## config.mk

```make
export PLATFORM = sky130hd
export DESIGN_NAME = sync_debounce
export DESIGN_NICKNAME = d
export VERILOG_FILES = /design/src/rtl/sync_debounce.sv
export SDC_FILE = /design/constraint.sdc
export NUM_CORES = 1
export LEC_CHECK = 0
export CORE_UTILIZATION = 40
export CTS_BUF_LIST = sky130_fd_sc_hd__clkbuf_8
export CTS_CLUSTER_DIAMETER = 200
export DETAILED_ROUTE_END_ITERATION = 10
export GPL_TIMING_DRIVEN = 0
export HOLD_SLACK_MARGIN = 0.08
export PLACE_DENSITY = 0.63
export SLEW_MARGIN = 5
export SYNTH_ARGS = -nofsm -noshare
export SYNTH_HDL_FRONTEND = slang
export SYNTH_SLANG_ARGS = --single-unit
```

## constraint.sdc

```tcl
create_clock -name clk -period 1.9 [get_ports clk]
set_input_delay 0.475 -clock clk [delete_from_list [all_inputs] [get_ports clk]]
set_output_delay 0.475 -clock clk [all_outputs]
set_load 0.01 [all_outputs]
```

## src/rtl/sync_debounce.sv

```systemverilog
// sync_debounce: synchronizes an asynchronous level into clk, debounces it with a
// consecutive-sample counter, and presents a clean level, edge pulses and an abort count.
module sync_debounce #(
    parameter int unsigned SYNC_STAGES     = 2,
    parameter int unsigned DEBOUNCE_CYCLES = 4,
    parameter int unsigned GLITCH_W        = 8
) (
    input  logic                clk,
    input  logic                reset,
    input  logic                d_async,
    output logic                q,
    output logic                q_not,
    output logic                rise,
    output logic                fall,
    output logic                busy,
    output logic [GLITCH_W-1:0] glitch_cnt
);

    // Counter needs at least one bit even when a single sample qualifies a change.
    localparam int unsigned CNT_W = (DEBOUNCE_CYCLES > 1) ? $clog2(DEBOUNCE_CYCLES) : 1;
    localparam logic [CNT_W-1:0] CNT_LAST = CNT_W'(DEBOUNCE_CYCLES - 1);

    typedef enum logic {
        STABLE  = 1'b0,
        QUALIFY = 1'b1
    } phase_t;

    logic [SYNC_STAGES-1:0] chain;
    logic                   s;
    phase_t                 phase;

    logic [CNT_W-1:0]    cnt;
    logic [CNT_W-1:0]    cnt_next;
    logic                q_next;
    logic                rise_next;
    logic                fall_next;
    logic [GLITCH_W-1:0] glitch_next;

    // Plain flop chain; nothing sits between the stages.
    always_ff @(posedge clk or negedge reset) begin
        if (!reset) begin
            chain <= '0;
        end else begin
            chain <= {chain[SYNC_STAGES-2:0], d_async};
        end
    end

    assign s     = chain[SYNC_STAGES-1];
    assign phase = (s != q) ? QUALIFY : STABLE;

    // Debounce state register: accepted level, run counter, pulses, abort count.
    always_ff @(posedge clk or negedge reset) begin
        if (!reset) begin
            q          <= 1'b0;
            cnt        <= '0;
            rise       <= 1'b0;
            fall       <= 1'b0;
            glitch_cnt <= '0;
        end else begin
            q          <= q_next;
            cnt        <= cnt_next;
            rise       <= rise_next;
            fall       <= fall_next;
            glitch_cnt <= glitch_next;
        end
    end

    // Next state: count differing samples, accept on the last one, count aborted runs.
    always_comb begin
        q_next      = q;
        cnt_next    = cnt;
        rise_next   = 1'b0;
        fall_next   = 1'b0;
        glitch_next = glitch_cnt;
        unique case (phase)
            QUALIFY: begin
                if (cnt == CNT_LAST) begin
                    q_next    = s;
                    cnt_next  = '0;
                    rise_next = s;
                    fall_next = ~s;
                end else begin
                    cnt_next = cnt + CNT_W'(1);
                end
            end
            STABLE: begin
                // A run that ended before acceptance is a glitch; the count saturates.
                if ((cnt != '0) && (glitch_cnt != '1)) begin
                    glitch_next = glitch_cnt + GLITCH_W'(1);
                end
                cnt_next = '0;
            end
            default: begin
                cnt_next = '0;
            end
        endcase
    end

    assign q_not = ~q;
    assign busy  = (phase == QUALIFY);

endmodule

```

==> impl_metrics.csv <==
group,metric,value,unit
finish,finalNonFillerCells,107,
worst_setup_path,worstSetupStartpointType,"flop",
global_routing,grt_pass1_wl,2070,microns
routing,ant_nets,0,
global_routing,antenna_found_initial,0,
worst_setup_path,crit_chain,"inv_1, clkdlybuf4s50_1",
finish,diodes,0,
hold_path,min_path_type,"reg2reg",
finish,syn_to_final_growth,32.47,%
hold_path,hp-start,"chain[0]$_DFF_PN0_",
global_routing,grt_remaining_overflow,0,
power,power,1.439,mW
clocking,cts_made_buffers,3,
status,status,"completed",
die,ios,16,
worst_setup_path,rr_worst_depth,5,
finish,utilization,0.5816,
worst_setup_path,r2r_slack,230,ps
clocking,cts-root-buf,"clkbuf_8",
global_routing,grt_max_degree,16,
clocking,h-tree-depth,1,
run,drv_cap,0,
clocking,clk_latency,250,ps
synthesis,synth.distinct_cells,26,
die,coreArea,1764,sq um
power,powerDensity,1402,nW/um^2
routing,routed_wl,1339,microns
die,start_util,0.4390,
worst_setup_path,endpoint_kind,"output pin",
timing,final_max_slew_viol_count,0,
hold_path,holdPathStages,0,
routing,vias,524,
timing,period_share,0.9493,
finish,nets,89,
clocking,cts_hold_buf,0,
timing,period_minus_slack,1804,ps
hold_path,holdPathEnd,"chain[1]$_DFF_PN0_",
die,die_area,2116,sq um
routing,drcViolationCount,0,
routing,drt_iter0_drc,4,
placed_design,dp_cells,100,
placed_design,dpl.hpwl,949.4,microns
synthesis,ys_warn_count,0,
global_routing,grt_pass1_vias,456,
clocking,clk_pin_slew,70,ps
synthesis,synth_nets,66,
worst_setup_path,regToRegStartpoint,"cnt[0]$_DFF_PN0_",
timing,whs,362.5,ps
timing,maxSlewHeadroom,0.5393,
worst_setup_path,cp_slowest_cell,"clkdlybuf4s50_1",
placed_design,io_buffers,15,
timing,worst_slew_pin_slew,689.0,ps
synthesis,synth_seq_cells,15,
clocking,cts_sinks,15,
worst_setup_path,path_max_fanout,4,
timing,max_freq,0.5544,GHz
die,die_h,46,microns
clocking,clockBufferDepth,2,
timing,fin_skew,3.779,ps
placed_design,gp_congestion,0.7206,
routing,drtPass1Iterations,4,
routing,avgRoutedWirePerCell,12.51,microns
finish,drive_above_1_share,0.2683,
worst_setup_path,required,1420,ps
synthesis,postSynthAreaPerCell,12.91,sq um
synthesis,synth_cells,60,
worst_setup_path,max_stage_delay,540,ps
die,die_x,46,microns
timing,final-hold-violation-count,0,
worst_setup_path,critPathArrivalTime,1330,ps
timing,rsz0062_at_grt,"no",
worst_setup_path,path_class,"reg2out",
synthesis,synthesis.area,774.5,sq um
synthesis,yosysSeqAreaShare,0.4847,
routing,avgViaCountPerCell,4.897,
clocking,cts_tree,"built",
timing,fin_tns_setup,0,ps
global_routing,track_usage,0.1457,
power,ir_drop,824.5,uV
worst_setup_path,reg2reg_to,"glitch_cnt[7]$_DFFE_PN0P_",
power,p_leak,0.4428,nW
die,rows,15,
timing,finalSetupViolations,0,
## cell type report
type / instances / area [sq um]
Clock buffer: 3 / 41.29
Multi-Input combinational cell: 39 / 369.1
Sequential cell: 15 / 375.4
Clock inverter: 1 / 7.507
Buffer: 1 / 11.26
Tap cell: 25 / 31.28
Inverter: 5 / 18.77
Fill cell: 161 / 738.2
Timing Repair Buffer: 18 / 171.4
## worst max-delay path by stage
stage	from	end	slack [ps]	cells after the start
2_1_floorplan	glitch_cnt[0]$_DFFE_PN0P_	glitch_cnt[1]$_DFFE_PN0P_	320	4
3_3_place_gp	q$_DFFE_PN0P_	busy	80	3
3_5_place_dp	q$_DFFE_PN0P_	busy	80	3
4_1_cts	q$_DFFE_PN0P_	q_not	90	2
5_1_grt	glitch_cnt[2]$_DFFE_PN0P_	glitch_cnt[2]	50	1
6_report	q$_DFFE_PN0P_	q_not	100	2
## cells in the final DEF (no fill, tap or decap)
cell	instances
nor2_1	1
ha_1	3
o21ai_0	4
nand4b_4	1
nor3_2	1
and4_1	1
and3_1	2
a211oi_2	1
clkbuf_8	3
xor2_2	1
dlygate4sd2_1	1
nor3b_2	2
dfrtp_1	15
clkinvlp_4	1
buf_6	1
nand3_1	2
xor2_1	1
clkdlybuf4s50_1	14
inv_1	5
nand4_1	1
mux2_4	4
and2_2	1
mux2_1	1
nor3_1	1
nand2_1	5
nor4_4	1
a21boi_1	1
mux2i_1	1
buf_4	3
nor3b_1	1
nor4_2	2
## stage by stage
stage	setup slack, ps	instance area, sq um
floorplan	322.0	774.5
detailed placement	83.99	955.9
global route	51.12	1026
finish	96.35	1026
global placement	78.54	955.9
CTS	86.17	1026
## cell families after synthesis
group           share of synthesized area
buf+inv                           0.03877
compound gates                    0.05170
xor+xnor                          0.03232
simple gates                       0.2391
mux                                0.1050
fa+ha+maj                         0.04847
flops                              0.4847
## Yosys cell counts
| library cell | count | area (sq um) |
|---|---|---|
| nor4_2 | 2 | 25.02 |
| xor2_1 | 1 | 8.760 |
| nand2_1 | 5 | 18.77 |
| mux2_4 | 4 | 60.06 |
| a211oi_2 | 1 | 12.51 |
| nand4b_4 | 1 | 23.77 |
| buf_6 | 1 | 11.26 |
| nor4_4 | 1 | 21.27 |
| and3_1 | 2 | 12.51 |
| nor3_1 | 1 | 5.000 |
| nor3b_1 | 1 | 7.510 |
| and2_2 | 1 | 7.510 |
| mux2_1 | 1 | 11.26 |
| mux2i_1 | 1 | 10.01 |
| o21ai_0 | 4 | 20.02 |
| a21boi_1 | 1 | 7.510 |
| nor2_1 | 1 | 3.750 |
| nor3_2 | 1 | 10.01 |
| dfrtp_1 | 15 | 375.4 |
| inv_1 | 5 | 18.77 |
| ha_1 | 3 | 37.54 |
| nand4_1 | 1 | 6.260 |
| and4_1 | 1 | 8.760 |
| nand3_1 | 2 | 10.01 |
| nor3b_2 | 2 | 25.02 |
| xor2_2 | 1 | 16.27 |
## worst max-delay path, delay by kind of cell (launching register included)
family                 cells  cell delay [ps]
buffers and inverters      2              650
DFF                        1              420
## state kept, by name, indices dropped and copies added, names as in the netlist
signal and count:
fall 1, q 1, rise 1, chain 2, cnt 2, glitch_cnt 8
## what timing repair did
action                                 CTS  global route
resized for setup                        1             0
setup buffers                            3             0
setup endpoints to repair                1             0
endpoints found under the hold margin    0             0
## power by group
part | switching [mW] | total [mW] | internal (mW) | leakage, nW
logic | 0.280 | 0.638 | 0.358 | 0.230
registers | 0.122 | 0.533 | 0.411 | 0.191
clock network | 0.120 | 0.268 | 0.147 | 0.0217
## metal layers
metal / wire length (microns) / global-route usage / vias up
met4: 25 / 0.08824 / 0
met2: 623 / 0.2197 / 16
met3: 70 / 0.03571 / 4
met5: 0 / 0 / -
li1: - / - / 253
met1: 619 / 0.1861 / 251
No activity file was read; power rests on OpenSTA's default activity.
